==> config.mk <==
export PLATFORM = sky130hd
export DESIGN_NAME = bcd_serial_sub
export DESIGN_NICKNAME = d
export VERILOG_FILES = /design/src/rtl/bcd_pkg.sv /design/src/rtl/bcd_digit_add.sv /design/src/rtl/bcd_serial_sub.sv
export SDC_FILE = /design/constraint.sdc
export NUM_CORES = 1
export LEC_CHECK = 0
export BUFFER_PORTS_ARGS = -buffer_cell sky130_fd_sc_hd__buf_4
export CAP_MARGIN = 10
export CORE_ASPECT_RATIO = 0.8
export CORE_MARGIN = 2
export CORE_UTILIZATION = 50
export DETAILED_ROUTE_END_ITERATION = 6
export PLACE_DENSITY = 0.68
export RECOVER_POWER = 50
export SYNTH_ARGS = -nofsm -noshare
export SYNTH_HDL_FRONTEND = slang
export SYNTH_SLANG_ARGS = --single-unit
==> constraint.sdc <==
create_clock -name clk -period 8.82 [get_ports clk]
set_input_delay 2.646 -clock clk [delete_from_list [all_inputs] [get_ports clk]]
set_output_delay 2.646 -clock clk [all_outputs]
set_load 0.05 [all_outputs]
==> src/rtl/bcd_pkg.sv <==
// Shared BCD definitions for the digit-serial subtractor: digit width, FSM encoding
// and the nine's-complement helper.
package bcd_pkg;
   localparam int BCD_W = 4;
   localparam logic [BCD_W-1:0] BCD_MAX = 4'd9;

   typedef enum logic [1:0] {IDLE, SUB, NEG, DONE} state_t;

   function automatic logic [BCD_W-1:0] nines(input logic [BCD_W-1:0] d);
      return BCD_MAX - d;
   endfunction
endpackage

==> src/rtl/bcd_digit_add.sv <==
// One-digit BCD adder with +6 correction; operands are always valid digits 0..9.
module bcd_digit_add
   import bcd_pkg::*;
(
   input  logic             cin,
   input  logic [BCD_W-1:0] x,
   input  logic [BCD_W-1:0] y,
   output logic             cout,
   output logic [BCD_W-1:0] s
);
   logic [BCD_W:0] z, zc;

   assign z  = {1'b0, x} + {1'b0, y} + {{BCD_W{1'b0}}, cin};
   // Sums of 10..19 wrap past the 4-bit boundary once 6 is added, giving carry + digit
   assign zc = (z < (BCD_W+1)'(10)) ? z : z + (BCD_W+1)'(6);
   assign {cout, s} = zc;
endmodule

==> src/rtl/bcd_serial_sub.sv <==
// Digit-serial BCD subtractor: A - B by ten's complement, LSD first, one digit per clock.
// A negative raw result is re-complemented in a second pass to yield magnitude plus sign.
module bcd_serial_sub
   import bcd_pkg::*;
#(
   parameter int NDIG = 4
) (
   input  logic                  clk,
   input  logic                  rst,
   input  logic                  start,
   input  logic [BCD_W*NDIG-1:0] a,
   input  logic [BCD_W*NDIG-1:0] b,
   output logic                  busy,
   output logic                  done,
   output logic [BCD_W*NDIG-1:0] diff,
   output logic                  neg,
   output logic                  err
);
   localparam int W  = BCD_W * NDIG;
   localparam int CW = $clog2(NDIG);
   localparam logic [CW-1:0] LAST = CW'(NDIG - 1);

   state_t          state_q, state_d;
   logic [W-1:0]    a_q, a_d, b_q, b_d, r_q, r_d, diff_q, diff_d;
   logic [CW-1:0]   cnt_q, cnt_d;
   logic            carry_q, carry_d, neg_q, neg_d, err_q, err_d;
   logic            in_err, add_c;
   logic [BCD_W-1:0] add_x, add_y, add_s;
   logic [W-1:0]    r_shift;

   always_comb begin
      in_err = 1'b0;
      for (int i = 0; i < NDIG; i++)
         if (a[i*BCD_W +: BCD_W] > BCD_MAX || b[i*BCD_W +: BCD_W] > BCD_MAX) in_err = 1'b1;
   end

   // Single adder shared by both passes: SUB adds A + 9-B, NEG adds 0 + 9-R
   assign add_x = (state_q == SUB) ? a_q[BCD_W-1:0] : '0;
   assign add_y = nines((state_q == SUB) ? b_q[BCD_W-1:0] : r_q[BCD_W-1:0]);

   bcd_digit_add u_add (
      .cin  (carry_q),
      .x    (add_x),
      .y    (add_y),
      .cout (add_c),
      .s    (add_s)
   );

   assign r_shift = {add_s, r_q[W-1:BCD_W]};

   always_comb begin
      state_d = state_q;
      a_d     = a_q;
      b_d     = b_q;
      r_d     = r_q;
      cnt_d   = cnt_q;
      carry_d = carry_q;
      diff_d  = diff_q;
      neg_d   = neg_q;
      err_d   = err_q;
      case (state_q)
         IDLE, DONE: begin
            state_d = IDLE;
            if (start) begin
               a_d     = a;
               b_d     = b;
               r_d     = '0;
               carry_d = 1'b1;
               cnt_d   = '0;
               err_d   = in_err;
               neg_d   = 1'b0;
               diff_d  = '0;
               state_d = in_err ? DONE : SUB;
            end
         end
         SUB: begin
            a_d     = a_q >> BCD_W;
            b_d     = b_q >> BCD_W;
            r_d     = r_shift;
            carry_d = add_c;
            cnt_d   = cnt_q + 1'b1;
            if (cnt_q == LAST) begin
               cnt_d = '0;
               if (add_c) begin
                  diff_d  = r_shift;
                  state_d = DONE;
               end else begin
                  carry_d = 1'b1;
                  state_d = NEG;
               end
            end
         end
         NEG: begin
            r_d     = r_shift;
            carry_d = add_c;
            cnt_d   = cnt_q + 1'b1;
            if (cnt_q == LAST) begin
               cnt_d   = '0;
               diff_d  = r_shift;
               neg_d   = 1'b1;
               state_d = DONE;
            end
         end
         default: state_d = IDLE;
      endcase
   end

   always_ff @(posedge clk) begin
      if (rst) begin
         state_q <= IDLE;
         a_q     <= '0;
         b_q     <= '0;
         r_q     <= '0;
         cnt_q   <= '0;
         carry_q <= 1'b0;
         diff_q  <= '0;
         neg_q   <= 1'b0;
         err_q   <= 1'b0;
      end else begin
         state_q <= state_d;
         a_q     <= a_d;
         b_q     <= b_d;
         r_q     <= r_d;
         cnt_q   <= cnt_d;
         carry_q <= carry_d;
         diff_q  <= diff_d;
         neg_q   <= neg_d;
         err_q   <= err_d;
      end
   end

   assign busy = (state_q == SUB) || (state_q == NEG);
   assign done = (state_q == DONE);
   assign diff = diff_q;
   assign neg  = neg_q;
   assign err  = err_q;
endmodule

## Yosys cells after proc, flatten, opt, wreduce, memory -nomap -nowiden

Cells that the tools add are included.

- Register bits: 71
- Input bits: 35

- Add/subtract/negate cells: 5
- Order comparisons: 9
- Equal/unequal tests: 8
- Muxes and demuxes: 32
- Reductions and logical operators: 15

Operators by type and width:

| cell | number |
|---|---|
| 16-bit 2-to-1 mux | 6 |
| 16-bit case mux with 2 select lines | 3 |
| 16-bit case mux with 3 select lines | 1 |
| 4-bit > comparator (second input constant) | 8 |
| 2-bit 2-to-1 mux | 6 |
| 1-bit 2-to-1 mux | 9 |
| 4-bit 2-to-1 mux | 2 |
| 2-bit equality test (second input constant) | 3 |
| 2-bit case mux with 3 select lines | 1 |
| 2-bit AND reduction | 3 |
| 4-bit by 4-bit adder with 5-bit output | 1 |
| 5-bit by 1-bit adder with 5-bit output | 1 |
| 5-bit by 3-bit adder with 5-bit output (second input constant) | 1 |
| 1-bit logical OR | 5 |
| 5-bit by 4-bit less-than comparator with 1-bit output (second input constant) | 1 |
| 5-bit 2-to-1 mux | 1 |
| 2-bit by 1-bit inequality test with 1-bit output (second input constant) | 2 |
| 2-bit inequality test (second input constant) | 2 |
| 2-bit case mux with 2 select lines | 1 |
| 4-bit AND reduction | 1 |
| 2-bit nonzero test | 2 |
| 2-bit OR reduction | 2 |
| 4-bit subtractor (first input constant) | 1 |
| 1-bit case mux with 3 select lines | 1 |
| other kinds (5) | 5 |

## Longest topological paths before layout

- Depth after elaboration: 10
- Gate-level depth with buffers: 15
- Depth with buffers taken out: 11

## Hierarchy

Synthesis repeated with hierarchy kept, for this count alone.

- Cell total of the unflattened synthesis: 360
- Area total of the unflattened synthesis: 3410.8 sq um

Modules (own cells, without submodules):

| module | times used | cells an instance | area each (sq um) |
|---|---|---|---|
| bcd_serial_sub | 1 | 330 | 3175.5 |
| bcd_digit_add | 1 | 30 | 235.2 |

## Worst setup path after synthesis

No wires, ideal clock.

- Kind: reg2out
- Start point: register state_q[0]
- End point: output busy
- Arrival time: 1618 ps
- Path slack: 4556 ps
- Stages on the path, launching flop included: 6
- Buffers on the path: 2
- Path through: dfxtp_1 -> inv_1 -> ha_1 -> buf_2 -> clkinv_1 -> clkbuf_1

- Longest elaborated chain between the ends: 2

RTL lines:

| what | line | source |
|---|---|---|
| from (decl) | bcd_serial_sub.sv:23 | `state_t state_q, state_d;` |
| from (signal assigned) | bcd_serial_sub.sv:120 | `state_q <= state_d;` |
| 2-bit by 1-bit equality test with 1-bit output / 2-bit equality test (equally long branches) | bcd_serial_sub.sv:132 | `assign busy = (state_q == SUB) \|\| (state_q == NEG);` |
| 1-bit logical OR (*) | bcd_serial_sub.sv:132 |  |
| to (decl) | bcd_serial_sub.sv:13 | `output logic busy,` |

Every way passes the cells marked *; elsewhere a longest branch is shown, timed or not.

==> summary.txt <==
Run status
  • Outcome: finished with violations
  • Failing checks: capacitance limit, slew limit

Drt
  • Router iterations before antenna repair: 4
  • Post-Route WL: 8810 um
  • Antenna violation net count after detailed routing: 0
  • Wirelength per Cell: 16.47 um
  • Drt first-iter violations: 154
  • DRC: 0
  • Via count: 3151
  • Drt via density: 5.890

Clock network
  • CTS sink cnt: 71
  • CTS tree: done
  • Worst-Skew Late Latency: 0.35 ns
  • Hold buffer count at CTS: 0
  • Post_cts resized: 0
  • Setup Fix Bufs, Post-CTS: 0
  • Worst-path clk slew: 0.07 ns
  • H-tree depth: 3
  • Max Root-Sink Buffers: 2
  • CTS root buffer: clkbuf_8
  • CTS buffer count: 9

STA
  • Worst Tran Pin Value: 3.066 ns
  • Slew Limit Fails: 71
  • Crit path time final: 5.745 ns
  • Final hold slack: 0.5008 ns
  • Final period util: 0.6513
  • Total negative slack: 0 ns
  • Setup Skew: 0.01031 ns
  • Max_slew headroom: -1.044
  • F_max: 174.1 MHz
  • Final Setup Violations: 0
  • Final Hold Viols: 0
  • RSZ-0062 raised after global routing: no

Critical path
  • CP max stage cell: clkbuf_1
  • Reg2reg end: diff[1]$_SDFFE_PP0P_
  • CP peak stage delay: 2.13 ns
  • CP startpoint: rst
  • Worst EP required: 8.95 ns
  • Worst-path maximum fanout: 70
  • Reg2reg start: state_q[0]$_SDFFE_PP0P_
  • Critical Path Source Type: primary input
  • Crit path cell chain: clkbuf_1 > inv_1 > o311ai_0 > o41ai_2
  • Worst setup path category: primary input to flop
  • Worst Path Buf+Inv: 2
  • Register-to-Register Path Depth: 11
  • FF-to-FF setup slack: 4.62 ns
  • CP endpoint: diff[15]$_SDFFE_PP0P_
  • Critical Path End Type: flop
  • Top Family by Delay on Critical Path: buffers and inverters
  • Data arrival, critical path: 5.87 ns
  • Levels on crit path: 4

Hold path
  • Worst Hold Class: flop to flop
  • Hold path depth: 2

Die
  • Core Rows: 27
  • Die footprint: 7911 sq um
  • Ports: 55
  • Initial Util: 0.5207
  • Die Span X: 98.95 um
  • Core area: 6925 sq um
  • Die height: 79.96 um

Placement
  • Final HPWL DP: 6261 um
  • DP Cell Count: 522
  • I/O Buffers: 54
  • GPL Wtd Cong: 0.8846

Cells and area
  • Layout cells sized above 1: 0.1406
  • Antenna diode count: 0
  • Most common cell after layout, fill and taps aside: dfxtp_1
  • P&R area growth vs syn: 13.15%
  • Most frequent cells in the layout: 71 x dfxtp_1, 52 x nor2_1, 38 x buf_4
  • Layout net count: 492
  • Non-filler cells, final: 535

Synthesis
  • Seq cells post-synth: 71
  • Post-synth top flop: dfxtp_1
  • Post-synthesis cell area: 3606 sq um
  • Post-synth EDFFs: 0
  • Synth cell types: 52
  • Fraction of registers with async set/reset: 0
  • Ys Warns: 0
  • Cell count after synthesis: 411
  • Seq/Total Area, Yosys: 0.3942
  • Mapped Nets: 457
  • Syn Area/Cell: 8.774 sq um

Global routing
  • Initial antenna violation count: 0
  • First-pass GRT wire length: 14640 um
  • Gr usage total: 0.2347
  • Congestion Overflow GR: 0
  • Number of global-route vias before repair: 2938
  • Largest net degree at the start of global routing: 71

Power and ir drop
  • Peak VDD IR: 0.0002980 V
  • PD cells: 368.1 nW/um^2
  • Leak: 1.443 nW

Job
  • Max-cap violations: 1
layout make-up:
class                      instances  area [sq um]
fill                             653          2845
sequential                        71          1421
multi-input combinational        298          2008
tap                               87         108.9
clock inverter                     2         10.01
clock buffer                      11         141.4
timing repair buffer              57         356.6
inverter                           9         33.78
stage by stage:
stage / total power [mW] / setup WS (ns) / utilization / area [sq um]
after detailed placement: 1.294 / 4.130 / 0.5776 / 4000
final: 1.502 / 3.075 / 0.5892 / 4080
after global placement: 1.278 / 4.189 / 0.5776 / 4000
after floorplan: 1.120 / 4.556 / - / 3606
after global routing: 1.615 / 2.641 / 0.5892 / 4080
after CTS: 1.509 / 3.737 / 0.5995 / 4151
where the power goes:
group	leakage, nW	internal (mW)	switching [mW]
combinational	0.781	0.262	0.547
clock	0.0809	0.104	0.110
sequential	0.581	0.419	0.0589
total	1.44	0.785	0.717
worst min path at each step:
stage,start,endpoint
after CTS,a_q[7]$_SDFFE_PP0P_,a_q[7]$_SDFFE_PP0P_
after detailed placement,b_q[5]$_SDFFE_PP0P_,b_q[5]$_SDFFE_PP0P_
after global routing,b_q[6]$_SDFFE_PP0P_,b_q[6]$_SDFFE_PP0P_
final,diff[13]$_SDFFE_PP0P_,diff[13]$_SDFFE_PP0P_
after global placement,cnt_q[1]$_SDFFE_PP0N_,cnt_q[1]$_SDFFE_PP0N_
after floorplan,r_q[13]$_SDFFE_PP0N_,r_q[13]$_SDFFE_PP0N_
Yosys cell counts, types with 2 or more instances:
master     count  area (sq um)
a211oi_1      25         187.7
o21bai_1       3         22.52
xnor2_1        2         17.52
nor2_1        52         195.2
nor2b_1        3         18.77
or3_4          2         22.52
buf_2          5         25.02
o21ai_0       29         145.1
dfxtp_1       71          1421
ha_1           9         112.6
nand3_1       12         60.06
o41ai_1        2         17.52
a21oi_1       15         75.07
clkbuf_1      20         75.07
a41oi_1       14         122.6
a22oi_1       20         150.1
nand2_1       28         105.1
buf_1          4         15.01
mux2i_1       27         270.3
nor3_1         4         20.02
inv_1          8         30.03
o311ai_0       3         26.28
o21ai_1       12         60.06
buf_6          3         33.78
fa_1           2         40.04
a2111oi_2      2         30.03
and2_1         5         31.28
nand4_1        3         18.77
a31oi_1        3         18.77
worst reg2reg max path, stage by stage, from the launching register on:
cell and delay (ns):
dfxtp_1 0.40, ha_1 0.22, buf_4 0.43, nand2_1 0.19
fa_1 0.47, inv_1 0.10, fa_1 0.51, o22a_1 0.25
o221a_2 0.32, a311oi_2 0.76, o21ai_0 0.25, a41oi_1 0.20
routing by layer:
layer | track usage | up-vias | share of wire
li1 | - | 1606 | -
met1 | 0.3537 | 1452 | 0.51
met5 | 0 | - | 0
met2 | 0.3223 | 85 | 0.42
met4 | 0.07808 | 0 | 0.0096
met3 | 0.05779 | 8 | 0.063
flip-flops by register name, summed over array words and instances (netlist names):
name	cells
a_q	16
diff	16
state_q	2
neg	1
r_q	16
b_q	16
err	1
carry_q	1
cnt_q	2
cell families (layout without fill, tap and decap cells):
| family | Yosys count | count (layout) | share of synthesized area |
|---|---|---|---|
| muxes | 28 | 28 | 0.07807 |
| xor gates and xnor gates | 2 | 2 | 0.004859 |
| DFF | 71 | 71 | 0.3942 |
| adders and majority gates | 11 | 11 | 0.04233 |
| buffers and inverters | 42 | 79 | 0.05204 |
| and+or+nand+nor | 114 | 114 | 0.1419 |
| AOI/OAI and AO/OA | 143 | 143 | 0.2866 |
Note: power is estimated with default switching activity, not from simulation.
